===== src/rtl/ee354_gcd_param.sv =====
// ee354_gcd_param: binary (Stein) GCD engine with single-step support.
// SUB and MULT work only when SCEN is high, so the board can walk through
// the computation one step at a time. State is one-hot and mirrored on q_*.
module ee354_gcd_param #(
    parameter int WIDTH = 8,
    parameter int CYC_W = 16
) (
    input  logic                         Clk,
    input  logic                         Reset,
    input  logic                         SCEN,
    input  logic                         Start,
    input  logic                         Ack,
    input  logic [WIDTH-1:0]             Ain,
    input  logic [WIDTH-1:0]             Bin,
    output logic [WIDTH-1:0]             A,
    output logic [WIDTH-1:0]             B,
    output logic [WIDTH-1:0]             AB_GCD,
    output logic [$clog2(WIDTH+1)-1:0]   i_count,
    output logic [CYC_W-1:0]             Cycles,
    output logic                         Zero_Err,
    output logic                         q_I,
    output logic                         q_Chk,
    output logic                         q_Sub,
    output logic                         q_Mult,
    output logic                         q_Done
);

    localparam int CW = $clog2(WIDTH+1);

    typedef enum logic [4:0] {
        INI  = 5'b00001,
        CHK  = 5'b00010,
        SUB  = 5'b00100,
        MULT = 5'b01000,
        DONE = 5'b10000
    } state_t;

    state_t state, state_next;

    logic [CYC_W-1:0] cycles_inc;
    logic             a_zero, b_zero;

    assign a_zero     = (A == '0);
    assign b_zero     = (B == '0);
    assign cycles_inc = (Cycles == '1) ? Cycles : Cycles + 1'b1;

    assign q_I    = (state == INI);
    assign q_Chk  = (state == CHK);
    assign q_Sub  = (state == SUB);
    assign q_Mult = (state == MULT);
    assign q_Done = (state == DONE);

    // State register.
    always_ff @(posedge Clk or posedge Reset) begin
        if (Reset) state <= INI;
        else       state <= state_next;
    end

    // Next-state logic; any non one-hot encoding falls back to INI.
    always_comb begin
        state_next = state;
        case (state)
            INI:  if (Start) state_next = CHK;
            CHK:  state_next = (a_zero || b_zero) ? DONE : SUB;
            SUB:  if (SCEN && (A == B))
                      state_next = (i_count != '0) ? MULT : DONE;
            MULT: if (SCEN && (i_count == CW'(1))) state_next = DONE;
            DONE: if (Ack) state_next = INI;
            default: state_next = INI;
        endcase
    end

    // Datapath: operand capture, Stein reduction and power-of-two restore.
    always_ff @(posedge Clk or posedge Reset) begin
        if (Reset) begin
            A        <= '0;
            B        <= '0;
            AB_GCD   <= '0;
            i_count  <= '0;
            Cycles   <= '0;
            Zero_Err <= 1'b0;
        end else begin
            case (state)
                INI: begin
                    A        <= Ain;
                    B        <= Bin;
                    AB_GCD   <= '0;
                    i_count  <= '0;
                    Cycles   <= '0;
                    Zero_Err <= 1'b0;
                end
                CHK: begin
                    if (a_zero && b_zero) begin
                        AB_GCD   <= '0;
                        Zero_Err <= 1'b1;
                    end else if (a_zero) begin
                        AB_GCD <= B;
                    end else if (b_zero) begin
                        AB_GCD <= A;
                    end
                end
                SUB: begin
                    if (SCEN) begin
                        Cycles <= cycles_inc;
                        if (A == B) begin
                            AB_GCD <= A;
                        end else if (A < B) begin
                            A <= B;
                            B <= A;
                        end else if (A[0] && B[0]) begin
                            A <= A - B;
                        end else if (!A[0] && !B[0]) begin
                            A       <= A >> 1;
                            B       <= B >> 1;
                            i_count <= i_count + 1'b1;
                        end else if (!A[0]) begin
                            A <= A >> 1;
                        end else begin
                            B <= B >> 1;
                        end
                    end
                end
                MULT: begin
                    if (SCEN) begin
                        AB_GCD  <= AB_GCD << 1;
                        i_count <= i_count - 1'b1;
                        Cycles  <= cycles_inc;
                    end
                end
                default: ;
            endcase
        end
    end

endmodule


===== config.mk =====
export PLATFORM = sky130hd
export DESIGN_NAME = ee354_gcd_param
export DESIGN_NICKNAME = d
export VERILOG_FILES = /design/src/rtl/ee354_gcd_param.sv
export SDC_FILE = /design/constraint.sdc
export NUM_CORES = 1
export LEC_CHECK = 0
export BUFFER_PORTS_ARGS = -buffer_cell sky130_fd_sc_hd__buf_2
export CAP_MARGIN = 20
export CORE_MARGIN = 2
export CORE_UTILIZATION = 60
export DETAILED_ROUTE_END_ITERATION = 10
export PLACE_DENSITY_LB_ADDON = 0.12
export SLEW_MARGIN = 20
export SYNTH_ARGS = -nofsm -noshare
export SYNTH_HDL_FRONTEND = slang
export SYNTH_SLANG_ARGS = --single-unit

===== constraint.sdc =====
create_clock -name Clk -period 7.3 [get_ports Clk]
set_clock_uncertainty 0.2 [all_clocks]
set_input_delay 1.46 -clock Clk [delete_from_list [all_inputs] [get_ports Clk]]
set_output_delay 1.46 -clock Clk [all_outputs]
set_load 0.02 [all_outputs]

; Word-level counts from Yosys, hierarchy flattened
; Cells that the tools add are included.
[totals]
register_bits = 50
output_inout_bits = 50
word_cells = 104
in_bits = 21
[classes]
n_eq_ne = 26
n_mux = 40
n_addsub = 4
magnitude_cmp = 1
reduce_logical = 25
[ops]
columns = cell, count
row1 = two-way mux 8 bit, 18
row2 = two-way mux 16 bit, 2
row3 = case mux 16 bit (2 select lines), 1
row4 = case mux 8 bit (2 select lines), 2
row5 = case mux 8 bit (4 select lines), 1
row6 = two-way mux 5 bit, 6
row7 = case mux 5 bit (5 select lines), 1
row8 = two-way mux 4 bit, 6
row9 = adder 16 x 1 -> 16 bit (second input constant), 1
row10 = equality test 16 bit (second input constant), 1
row11 = zero test 8 bit, 2
row12 = != test 2 bit (second input constant), 8
row13 = != test 2 x 1 -> 1 bit (second input constant), 6
row14 = case mux 4 bit (3 select lines), 1
row15 = AND reduction 5 bit, 2
row16 = equality test 8 bit, 1
row17 = < comparator 8 bit, 1
row18 = AND reduction 4 bit, 2
row19 = nonzero test 4 bit, 2
row20 = subtractor 8 bit, 1
row21 = AND reduction 7 bit, 1
row22 = AND reduction 3 bit, 2
row23 = nonzero test 2 bit, 3
row24 = equality test 5 x 1 -> 1 bit (second input constant), 1
row25 = other kinds (19), 24

; Logic depth before layout (Yosys ltp)
[depth]
ltp_word = 8
depth_mapped = 11
ltp_nobuf = 9

; Worst setup path before layout
; No wires, ideal clock.
[synth_path]
kind = register -> output
start = register state[1]
end = output port q_Sub
n_path_buf = 3
arrival_time_ns = 1.587
stages_incl_launch_ff = 7
setup_slack_ns = 4.053
cell_sequence = dfrtp_1 clkbuf_2 nor3_2 nand2_1 clkinv_1 buf_2 clkbuf_1
[synth_between]
elab_chain_cells = 1
[synth_lines]
columns = element, line_no
row1 = from (decl), 38  ; state_t state, state_next;
row2 = from (signal assigned), 56  ; else state <= state_next;
row3 = equality test 5 x 3 -> 1 bit, 49  ; assign q_Sub = (state == SUB);
row4 = to (decl), 23  ; output logic q_Sub,
; No other way between the ends.

; Worst setup path in the final report
[layout_path]
start = register state[0]
end = output port q_Sub
; Same word-level chain as after synthesis.

==> results list <==
* Count of boundary I/O pins: 71
* Worst Hold End: i_count[3]
* EDFF count, synth: 0
- In this run, distinct cell masters in the synthesized netlist total around 60.
- Worst setup margin: 2.82 ns
- Vias in the first global route: just over 3,000
- R2R Path End: B[2]
* Synth top area share: approximately 36%
- Share of the yosys chip area belonging to registers: between 30% and 40%
* Crit path launch type: register
* Post-layout minimum cycle time: 4.48 ns
- Lkg Pwr: a little under 2 nW
* Seq cells post-synth: 50
- From left edge to right edge, the die measures approximately 79 µm.
* Number of nets in the finished design: between 400 and 500
* Achievable Freq: about 0.22 GHz
- Overall power after layout: between 1.5 and 2 mW
- Synth Warn #: 0
* Total number of vias: 3,310
- The startpoint identified for the worst register-to-register timing path is A[0].
- Before antenna repair, the detailed router went through 5 iterations.
- Worst-margin pin slew: 1.06 ns
- Routed Antenna Nets: 0
* Count of fill cells added during filler insertion: approximately 460
* GPL Wtd Cong: approximately 0.91
- Area of the die: about 0.0063 mm²
- Slack of the worst reg-to-reg path: around 3.8 ns
* Clock tree from TritonCTS: done
* Detail Placement HPWL: 6330 µm
- Setup violations remaining at the end of the flow were counted as 0.
* Proportion of layout cells with a drive suffix above 1: a little over a fifth
* Total Routing Usage GR: a little under 30%
* Synthesized area divided by synthesized cell count: 8.64 µm²
- The signal on the critical path passes through nor3_2 -> nand2_1 -> clkinv_1 -> buf_2.
- Vias per inst: 6.28
* Worst hold-check path type: register to register
- Bufs on Longest Clock Path: 2
- The run finished with clean final reports.
* Post-Syn Area: roughly 0.0034 mm²
- VDD sags by at most between 0.3 and 0.4 mV.
- Number of buffers inserted by post-CTS setup repair: 0
- Adding up every negative setup slack in the final design gives 0 ns.
* Initial cell density of the core: around three fifths
* Antenna cell count: 0
* Total congestion overflow after global routing: 0
- Die boundary height: roughly 80 µm
- The number of antenna violations at the first check in global routing came to 0.
* Max capacitance violation total: 0
- Post-synthesis async set-or-reset flop share: 100%
- Cell count of the worst reg-to-reg path: 9
- DRC errors left: 0
* Final hold slack: just over 0.3 ns
* Cell type of the slowest stage on the worst timing path: sky130_fd_sc_hd__clkinv_1
- For this block, the routed nets add up to 8950 µm of wire.
- For this block, the initial DRC count from the detailed router was around 260.
- Final critical-path share of the clock period: approximately three fifths
* Clock buffers created by TritonCTS: 5
- Headroom to the max-slew limit came out at between 20 and 30%.
- Dividing total power by cell area gives a power density of around 470 mW/mm².
- Timing analysis after detailed placement gives a worst setup slack of ~3.2 ns.
- Dividing the detail-routed wire length by the instance count gives 17.0 µm.
* Biggest fanout along the worst timing path: 35
- Setup repair after global routing left no endpoint under its margin.
* Origin of the worst min-delay path: i_count[3]
- The H-tree was split into 2 levels.
- Gate Count Post-Synth: approximately 390
- Maximum number of pins on one net before global-route repair: roughly 50
* Max-slew violations: 0
- At the worst endpoint, the arrival time is 2.82 ns.
- Core Area: 0.00547 mm²
- Worst setup path category: register to output pin
* Primary FF master, synth: sky130_fd_sc_hd__dfrtp_1
* Layout Utilization: roughly 71%
* Std cell rows: 27
- Cell taking the most area after synthesis: sky130_fd_sc_hd__dfrtp_1
* Largest cells by area after synthesis: sky130_fd_sc_hd__dfrtp_1, sky130_fd_sc_hd__ha_1, sky130_fd_sc_hd__nor2_1, sky130_fd_sc_hd__xor2_1, sky130_fd_sc_hd__nand2_1
- Clk pin slew, worst setup/hold paths: approximately 0.1 ns
* Clk root buf: sky130_fd_sc_hd__clkbuf_8
- Along the worst hold path, the cell count comes to 1.
- Element type at the critical path end: output pin
- Number of nets in the synthesized netlist: about 430
- Buffers placed on the I/O ports in this run total 70.
* Post-cts resize count: 0
* CP peak stage delay: slightly above 0.9 ns
- Clock latency on the worst-skew pair, taken at its later pin, is roughly 0.32 ns.
- Relative to the synthesized area, the layout overhead comes to 14.2%.
- For the worst setup path, the data required time is between 5 and 6 ns.
- Num Clock Sinks: 50
* Wire length of the first global-routing pass: about 15,000 µm
- The number of hold-slack violations in the final timing report was 0.
* Hold buffer count at CTS: 0
[cell usage after synthesis, types with 11 or more instances]
| cell | n |
|---|---|
| sky130_fd_sc_hd__dfrtp_1 | 49 |
| sky130_fd_sc_hd__nor2_1 | 44 |
| sky130_fd_sc_hd__nand2_1 | 38 |
| sky130_fd_sc_hd__inv_1 | 25 |
| sky130_fd_sc_hd__o21ai_0 | 25 |
| sky130_fd_sc_hd__a21oi_1 | 17 |
| sky130_fd_sc_hd__xor2_1 | 17 |
| sky130_fd_sc_hd__ha_1 | 14 |
| sky130_fd_sc_hd__nand3_1 | 14 |
| sky130_fd_sc_hd__and3_1 | 13 |
| sky130_fd_sc_hd__o22ai_1 | 11 |
[worst max-delay path: cells and delay by family (launching register included)]
family | cells | cell delay (ns)
DFF | 1 | 0.60
and+or+nand+nor | 2 | 0.52
buffers and inverters | 2 | 1.38
[power breakdown]
part,switching (mW),internal [mW]
logic,0.732,0.404
clock network,0.102,0.113
registers,0.130,0.356
[area by class of cell]
type,count,area (µm²),area share (%)
Tap cell,72,90.1,2.33
Clock inverter,2,38.8,1.00
Sequential cell,50,1250,32.4
Clock buffer,6,82.6,2.13
Inverter,26,98.8,2.55
Timing Repair Buffer,70,350,9.05
Multi-Input combinational cell,301,1960,50.6
[routing by layer]
| layer | part of all wire, % | up-vias | global-route usage [%] |
|---|---|---|---|
| li1 | - | 1561 | - |
| met3 | 7.3 | 12 | 4.77 |
| met5 | 0 | - | 0 |
| met4 | 1.3 | 0 | 8.97 |
| met2 | 46 | 140 | 45.8 |
| met1 | 45 | 1597 | 41.9 |
[flip-flops by register name, indices dropped and copies added (netlist names)]
register  count
AB_GCD        8
B             8
state         5
Zero_Err      1
A             8
Cycles       16
i_count       4
[worst max path at each step]
stage,from,endpoint,slack (ns)
detailed placement,state[0],q_Sub,3.20
CTS,state[0],q_Sub,2.85
floorplan,state[1],q_Sub,4.05
global placement,state[0],q_Sub,3.28
global route,state[0],q_Sub,2.60
finish,state[0],q_Sub,2.82
[per-stage QoR]
stage,area (µm²),cells
finish,3870,527
global route,3870,527
CTS,3870,527
detailed placement,3750,519
global placement,3750,519
floorplan,3390,392
[cells by family (layout without fill, tap and decap cells)]
family | after synthesis | in the layout | share of synthesized area, %
adder cells (fa/ha/maj) | 15 | 15 | 5.76
XOR/XNOR | 18 | 18 | 4.65
multiplexers | 5 | 5 | 1.59
AND/OR/NAND/NOR | 153 | 153 | 22.7
AO/OA/AOI/OAI | 110 | 110 | 23.1
flip-flops | 50 | 50 | 37.0
buffers and inverters | 41 | 104 | 5.28
[placed cells by master (no fill, tap or decap), drive strengths merged, types with 3 or more instances in the layout]
cell and n:
dfrtp 49, o22ai 11, nor2b 3, clkbuf 6, a22o 10, nand4 10, a21oi 18, mux2 3
a31oi 9, nand2 38, nor4 5, a22oi 3, buf 70, o21ai 25, inv 25, a222oi 5
o31ai 5, xor2 17, nor2 44, nor3 5, ha 14, nand3 15, a211oi 4, nand2b 7
and3 13, o211ai 4
Power figures use the tool's default switching activity.
